## config.mk

```make
export PLATFORM = sky130hd
export DESIGN_NAME = trigger_window_match
export DESIGN_NICKNAME = d
export VERILOG_FILES = /design/src/rtl/trigger_window_match.sv
export SDC_FILE = /design/constraint.sdc
export NUM_CORES = 1
export LEC_CHECK = 0
export CAP_MARGIN = 25
export CORE_MARGIN = 4
export CORE_UTILIZATION = 60
export DETAILED_ROUTE_END_ITERATION = 10
export DONT_BUFFER_PORTS = 1
export GPL_TIMING_DRIVEN = 0
export MAX_ROUTING_LAYER = met4
export PLACE_DENSITY = 0.76
export SYNTH_ARGS = -nofsm -noshare
export SYNTH_HDL_FRONTEND = slang
export SYNTH_SLANG_ARGS = --single-unit
```

## constraint.sdc

```tcl
create_clock -name clk -period 23.1 [get_ports clk]
set_input_delay 6.93 -clock clk [delete_from_list [all_inputs] [get_ports clk]]
set_output_delay 6.93 -clock clk [all_outputs]
set_load 0.02 [all_outputs]
```

## src/rtl/trigger_window_match.sv

```systemverilog
// Trigger matching: per trigger, frames hits whose coarse time lies in a (possibly
// wrapping) window as header / hit words / trailer through a single output slot.
module trigger_window_match #(
  parameter int WIDTH     = 12,
  parameter int CHNL_W    = 5,
  parameter int TRIG_ID_W = 12,
  parameter int MAX_HITS  = 31
) (
  input  logic                 clk,
  input  logic                 rst,
  input  logic [WIDTH-1:0]     rollover,
  input  logic [WIDTH-1:0]     trig_latency,
  input  logic [WIDTH-1:0]     match_window,
  input  logic [WIDTH-1:0]     coarse_time,
  input  logic                 trig_valid,
  output logic                 trig_ready,
  input  logic [WIDTH-1:0]     trig_time,
  input  logic                 hit_valid,
  output logic                 hit_ready,
  input  logic [WIDTH-1:0]     hit_time,
  input  logic [CHNL_W-1:0]    hit_chnl,
  output logic                 out_valid,
  input  logic                 out_ready,
  output logic [1:0]           out_type,
  output logic [TRIG_ID_W-1:0] out_trig_id,
  output logic [CHNL_W-1:0]    out_chnl,
  output logic [WIDTH-1:0]     out_time,
  output logic [7:0]           out_count,
  output logic                 out_overflow
);

  typedef enum logic [1:0] {S_IDLE, S_HEADER, S_MATCH, S_TRAILER} state_t;

  localparam logic [1:0] T_HDR = 2'b00;
  localparam logic [1:0] T_HIT = 2'b01;
  localparam logic [1:0] T_TRL = 2'b10;

  state_t               state_q, state_d;
  logic [WIDTH-1:0]     start_q, start_d;
  logic [TRIG_ID_W-1:0] trig_id_q, trig_id_d;
  logic [7:0]           count_q, count_d;
  logic                 ovf_q, ovf_d;
  logic                 out_valid_q, out_valid_d;
  logic [1:0]           out_type_q, out_type_d;
  logic [TRIG_ID_W-1:0] out_trig_id_q, out_trig_id_d;
  logic [CHNL_W-1:0]    out_chnl_q, out_chnl_d;
  logic [WIDTH-1:0]     out_time_q, out_time_d;
  logic [7:0]           out_count_q, out_count_d;
  logic                 out_ovf_q, out_ovf_d;

  // Distance a-b going forward around the rollover; rollover+1 may wrap to 0
  // at full counter width, which still yields the right modular result.
  function automatic logic [WIDTH-1:0] md(input logic [WIDTH-1:0] a, input logic [WIDTH-1:0] b);
    if (a >= b) return a - b;
    return a - b + rollover + {{(WIDTH-1){1'b0}}, 1'b1};
  endfunction

  logic [WIDTH:0]   half_w;
  logic [WIDTH-1:0] hit_d, to_d, start_new;
  logic             hit_in, hit_late, timeout, slot_free, out_fire, hit_fire;

  assign half_w    = ({1'b0, rollover} + {{WIDTH{1'b0}}, 1'b1}) >> 1;
  assign start_new = md(trig_time, trig_latency);
  assign hit_d     = md(hit_time, start_q);
  assign to_d      = md(coarse_time, start_q);
  assign hit_in    = hit_d <= match_window;
  assign hit_late  = !hit_in && ({1'b0, hit_d} < half_w);
  assign timeout   = (to_d > match_window) && ({1'b0, to_d} < half_w);
  assign slot_free = !out_valid_q || out_ready;
  assign out_fire  = out_valid_q && out_ready;

  assign trig_ready = (state_q == S_IDLE);
  assign hit_ready  = (state_q == S_MATCH) && !hit_late && slot_free;
  assign hit_fire   = hit_valid && hit_ready;

  always_comb begin
    state_d       = state_q;
    start_d       = start_q;
    trig_id_d     = trig_id_q;
    count_d       = count_q;
    ovf_d         = ovf_q;
    out_valid_d   = out_fire ? 1'b0 : out_valid_q;
    out_type_d    = out_type_q;
    out_trig_id_d = out_trig_id_q;
    out_chnl_d    = out_chnl_q;
    out_time_d    = out_time_q;
    out_count_d   = out_count_q;
    out_ovf_d     = out_ovf_q;
    case (state_q)
      S_IDLE: if (trig_valid) begin
        start_d       = start_new;
        out_valid_d   = 1'b1;
        out_type_d    = T_HDR;
        out_trig_id_d = trig_id_q;
        out_chnl_d    = '0;
        out_time_d    = trig_time;
        out_count_d   = '0;
        out_ovf_d     = 1'b0;
        state_d       = S_HEADER;
      end
      S_HEADER: if (out_fire) state_d = S_MATCH;
      S_MATCH: begin
        if (hit_fire) begin
          // early hits fall through here: consumed with nothing emitted
          if (hit_in) begin
            if (count_q < 8'(MAX_HITS)) begin
              out_valid_d   = 1'b1;
              out_type_d    = T_HIT;
              out_trig_id_d = trig_id_q;
              out_chnl_d    = hit_chnl;
              out_time_d    = hit_d;
              out_count_d   = '0;
              out_ovf_d     = 1'b0;
              count_d       = count_q + 8'd1;
            end else begin
              ovf_d = 1'b1;
            end
          end
        end else if (slot_free && ((hit_valid && hit_late) || timeout)) begin
          // close only once the slot can take the trailer, so it lands next cycle
          out_valid_d   = 1'b1;
          out_type_d    = T_TRL;
          out_trig_id_d = trig_id_q;
          out_chnl_d    = '0;
          out_time_d    = '0;
          out_count_d   = count_q;
          out_ovf_d     = ovf_q;
          state_d       = S_TRAILER;
        end
      end
      S_TRAILER: if (out_fire) begin
        trig_id_d = trig_id_q + {{(TRIG_ID_W-1){1'b0}}, 1'b1};
        count_d   = '0;
        ovf_d     = 1'b0;
        state_d   = S_IDLE;
      end
      default: state_d = S_IDLE;
    endcase
  end

  always_ff @(posedge clk or posedge rst) begin
    if (rst) begin
      state_q       <= S_IDLE;
      start_q       <= '0;
      trig_id_q     <= '0;
      count_q       <= '0;
      ovf_q         <= 1'b0;
      out_valid_q   <= 1'b0;
      out_type_q    <= '0;
      out_trig_id_q <= '0;
      out_chnl_q    <= '0;
      out_time_q    <= '0;
      out_count_q   <= '0;
      out_ovf_q     <= 1'b0;
    end else begin
      state_q       <= state_d;
      start_q       <= start_d;
      trig_id_q     <= trig_id_d;
      count_q       <= count_d;
      ovf_q         <= ovf_d;
      out_valid_q   <= out_valid_d;
      out_type_q    <= out_type_d;
      out_trig_id_q <= out_trig_id_d;
      out_chnl_q    <= out_chnl_d;
      out_time_q    <= out_time_d;
      out_count_q   <= out_count_d;
      out_ovf_q     <= out_ovf_d;
    end
  end

  assign out_valid    = out_valid_q;
  assign out_type     = out_type_q;
  assign out_trig_id  = out_trig_id_q;
  assign out_chnl     = out_chnl_q;
  assign out_time     = out_time_q;
  assign out_count    = out_count_q;
  assign out_overflow = out_ovf_q;

endmodule
```

==> reports/results.tsv <==
stage	metric	value	unit
timing	Final Hold Fails	0	
clocking	clock tree buffer depth	2	
route	Metal-1 WL	9378	um
power_and_ir_drop	Worst VDD drop	0.00006991	V
route	Avg Vias per Cell	6.202	
clocking	TritonCTS Sinks	76	
final_layout	Syn-to-layout area delta	6.697	%
run	Max Cap Viol	0	
worst_hold_path	min-delay src	trig_id_q[11]$_DFFE_PP0P_	
timing	Worst Tran Pin Value	1.016	ns
power_and_ir_drop	leakage power	4.105	nW
timing	Final Max Tran Viols	0	
setup_path	R2R cell count	24	
power_and_ir_drop	pwr/cell area	175.1	mW/mm^2
outcome	status	complete, no violations	
setup_path	crit end category	output pin	
route	First DRT Iteration DRCs	483	
route	routed wl met3	1416	um
route	routed via count	7120	
grt	initial antenna violation count	0	
floorplan	die height	125.1	um
setup_path	Setup Crit Path Kind	input pin to output pin	
setup_path	r2r setup slk	16.21	ns
synthesis	Top FF cell, synth	dfrtp_1	
timing	final setup violation count	0	
setup_path	CP Data Arrival Time	12.42	ns
final_layout	# diodes	0	
setup_path	reg2reg start	start_q[1]$_DFFE_PP0P_	
route	total routed wirelength	21530	um
route	antenna-violating nets left	0	
setup_path	peak fanout along the critical path	6	
clocking	post-cts resize count	0	
synthesis	synthesized area per cell	8.626	sq um
clocking	CTS H-tree lvls	3	
clocking	post-cts hold buffer count	0	
worst_hold_path	worst min path class	flip-flop to flip-flop	
place	hpwl dp	17740	um
grt	vias in the first global route	6910	
floorplan	I/O Pins	125	
synthesis	Post-synth EDFFs	0	
timing	period utilization	0.8375	
setup_path	worst path required time	16.17	ns
clocking	Num CTS Buffers	9	
route	Highest Signal Layer	met4	
synthesis	Distinct cells, synth	72	
clocking	TritonCTS clock tree	built	
synthesis	synthesized net count	1166	
floorplan	num rows	42	
route	DR DRC count	0	
synthesis	Seq cells post-synth	76	
place	dpl ws	3.827	ns
timing	relative slew slack	0.3166	
place	number of port buffers	0	
grt	grt ovf	0	
grt	first-pass GRT wire length	34510	um
floorplan	CORE AREA	0.01335	sq mm
timing	post-route worst setup slack	3.755	ns
final_layout	# nets final	1180	
floorplan	starting density of the core	0.6159	
final_layout	fraction of layout instances using a drive strength above 1	0.05658	
timing	unrepaired setup endpoints after global routing	false	
timing	clock skew	0.01105	ns
synthesis	Cells after Synth	953	
worst_hold_path	Hold Path Stages	1	
grt	GRT Util Overall	0.2798	
clocking	post-CTS setup buffers	0	
synthesis	register area share after synthesis	0.2314	
grt	pin count of the biggest net entering global routing	67	
setup_path	Setup crit start kind	input pin	
route	Routed met2 length	10200	um
floorplan	Die Wd	125.1	um
place	GP Congestion	0.9469	
clocking	Worst-path clk slew	0.06	ns
clocking	clock root buffer	clkbuf_16	
setup_path	reg2reg end	out_time[0]$_DFFE_PP0P_	
synthesis	Synth async-reset ratio	1.000	
clocking	clk_lat worst skew	0.35	ns
synthesis	Synth Cell Area	0.008220	sq mm
final_layout	final instance area	0.008771	sq mm
synthesis	Yosys warnings	0	
route	WL/cell	18.75	um
worst_hold_path	Hold Crit Endpoint	trig_id_q[11]$_DFFE_PP0P_	
place	placed cell area	0.008471	sq mm
timing	Fin Setup TNS	0	ns
timing	post-route minimum period	19.35	ns
final_layout	post-layout util	0.6571	
power_and_ir_drop	Final Power	0.001536	W
timing	Highest Clock Rate	51.69	MHz
route	Pre-Repair DR Iteration Count	7	
floorplan	die area	0.01564	sq mm
-- through the flow --
stage | std cells | hold WS, ns
after floorplan | 953 | 0.4378
after global placement | 1129 | 0.4519
after detailed placement | 1130 | 0.4604
after CTS | 1146 | 0.4684
after global routing | 1148 | 0.4857
final | 1148 | 0.4674
-- Yosys cell counts, types with 3 or more instances --
| cell | instances | area [sq um] |
|---|---|---|
| mux2_2 | 14 | 157.7 |
| mux2_1 | 15 | 168.9 |
| o211ai_1 | 11 | 82.58 |
| ha_1 | 125 | 1564 |
| o2bb2ai_1 | 10 | 87.58 |
| and2_1 | 6 | 37.54 |
| dfrtp_1 | 76 | 1902 |
| a2111o_1 | 3 | 33.78 |
| a21o_1 | 19 | 142.6 |
| fa_1 | 6 | 120.1 |
| a22oi_1 | 9 | 67.56 |
| nand2_1 | 77 | 289.0 |
| o21bai_1 | 6 | 45.04 |
| nand4_1 | 22 | 137.6 |
| o21ai_0 | 42 | 210.2 |
| a211oi_1 | 14 | 105.1 |
| nand3_1 | 30 | 150.1 |
| a21boi_0 | 7 | 52.55 |
| o31a_1 | 3 | 26.28 |
| and3_1 | 8 | 50.05 |
| a2111oi_0 | 4 | 35.03 |
| inv_1 | 95 | 356.6 |
| xnor2_1 | 43 | 376.6 |
| nor2b_1 | 15 | 93.84 |
| o21a_1 | 14 | 105.1 |
| mux2i_1 | 24 | 240.2 |
| o31ai_1 | 8 | 60.06 |
| or2_2 | 5 | 31.28 |
| or3_1 | 10 | 62.56 |
| a21oi_1 | 67 | 335.3 |
| xor2_1 | 20 | 175.2 |
| nor2_1 | 48 | 180.2 |
| a31oi_1 | 8 | 50.05 |
| o21ai_1 | 8 | 40.04 |
| buf_6 | 3 | 33.78 |
| nand2b_1 | 7 | 43.79 |
| nor3_1 | 20 | 100.1 |
| clkbuf_1 | 7 | 26.28 |
-- layout by cell type, fill, tap and decap left out, types with 4 or more instances in the layout --
cell and count:
mux2_1 15, o21a_1 14, a31oi_1 8, clkbuf_1 7
xor2_1 20, o211ai_1 11, a2111oi_0 4, inv_1 94
a22oi_1 9, mux2_2 14, ha_1 125, a21boi_0 7
o31ai_1 8, o21ai_1 8, or2_2 5, a21oi_1 67
a21o_1 19, o21bai_1 6, nand2b_1 7, fa_1 6
dfrtp_1 76, o2bb2ai_1 10, nand4_1 22, nand2_1 77
mux2i_1 24, and2_1 6, nor2_1 48, xnor2_1 43
o21ai_0 42, and3_1 8, or3_1 10, a211oi_1 14
clkbuf_16 9, nor2b_1 15, nor3_1 20, nand3_1 30
-- cell families (layout without fill, tap and decap cells) --
logic type	Yosys count	in the layout	synth area share
buffers and inverters	111	130	0.05464
AO/OA/AOI/OAI	262	262	0.2204
adder cells (fa/ha/maj)	131	131	0.2049
multiplexers	53	53	0.06895
AND/OR/NAND/NOR	257	257	0.1527
flip-flops	76	76	0.2314
XOR/XNOR	63	63	0.06712
-- critical path: stages --
cell and delay [ns]:
ha_1 0.28, nor2b_1 0.15, o31a_1 0.27, o31ai_1 0.55, a21boi_0 0.21, or3_1 0.37, and2_1 0.17, ha_1 0.23
a2111o_1 0.38, a41oi_1 0.26, xnor2_1 0.14, o211a_1 0.30, ha_1 0.31, a21oi_1 0.14, nand2_1 0.07, a21o_1 0.20
o31ai_2 0.41, a21oi_1 0.21, nor4_1 0.81
-- layer usage --
| metal | track usage | vias to the layer above |
|---|---|---|
| met1 | 0.3572 | 3364 |
| met2 | 0.4556 | 208 |
| li1 | - | 3502 |
| met4 | 0.07462 | 0 |
| met5 | - | - |
| met3 | 0.05714 | 46 |
-- where the power goes --
group | internal (W) | switching [W] | leakage [nW]
logic | 0.000482 | 0.000689 | 2.97
clock network | 0.0000744 | 0.0000620 | 0.135
registers | 0.000171 | 0.0000568 | 0.999
-- worst max path at each step --
stage | startpoint | to | slack [ns] | cells past startpoint
6_report | hit_time[1] | hit_ready | 3.75 | 19
5_1_grt | hit_time[1] | hit_ready | 3.35 | 20
4_1_cts | hit_time[1] | hit_ready | 3.85 | 19
3_5_place_dp | hit_time[1] | hit_ready | 3.83 | 20
3_3_place_gp | hit_time[1] | hit_ready | 3.85 | 20
2_1_floorplan | hit_time[1] | hit_ready | 4.62 | 19
-- flip-flops by register name, summed over array words and instances, names as in the netlist --
name	count
count_q	8
out_chnl	5
out_count	8
out_overflow	1
out_time	12
out_trig_id	12
out_type	2
out_valid	1
ovf_q	1
start_q	12
state_q	2
trig_id_q	12
-- layout make-up --
cell class | instances | area (sq um)
Timing Repair Buffer | 3 | 45.04
Multi-Input combinational cell | 766 | 5869
Sequential cell | 76 | 1902
Clock buffer | 9 | 225.2
Tap cell | 176 | 220.2
Fill cell | 1128 | 4577
Inverter | 96 | 362.8
Buffer | 15 | 88.84
Clock inverter | 7 | 57.56
No activity file was read; power rests on OpenSTA's default activity.
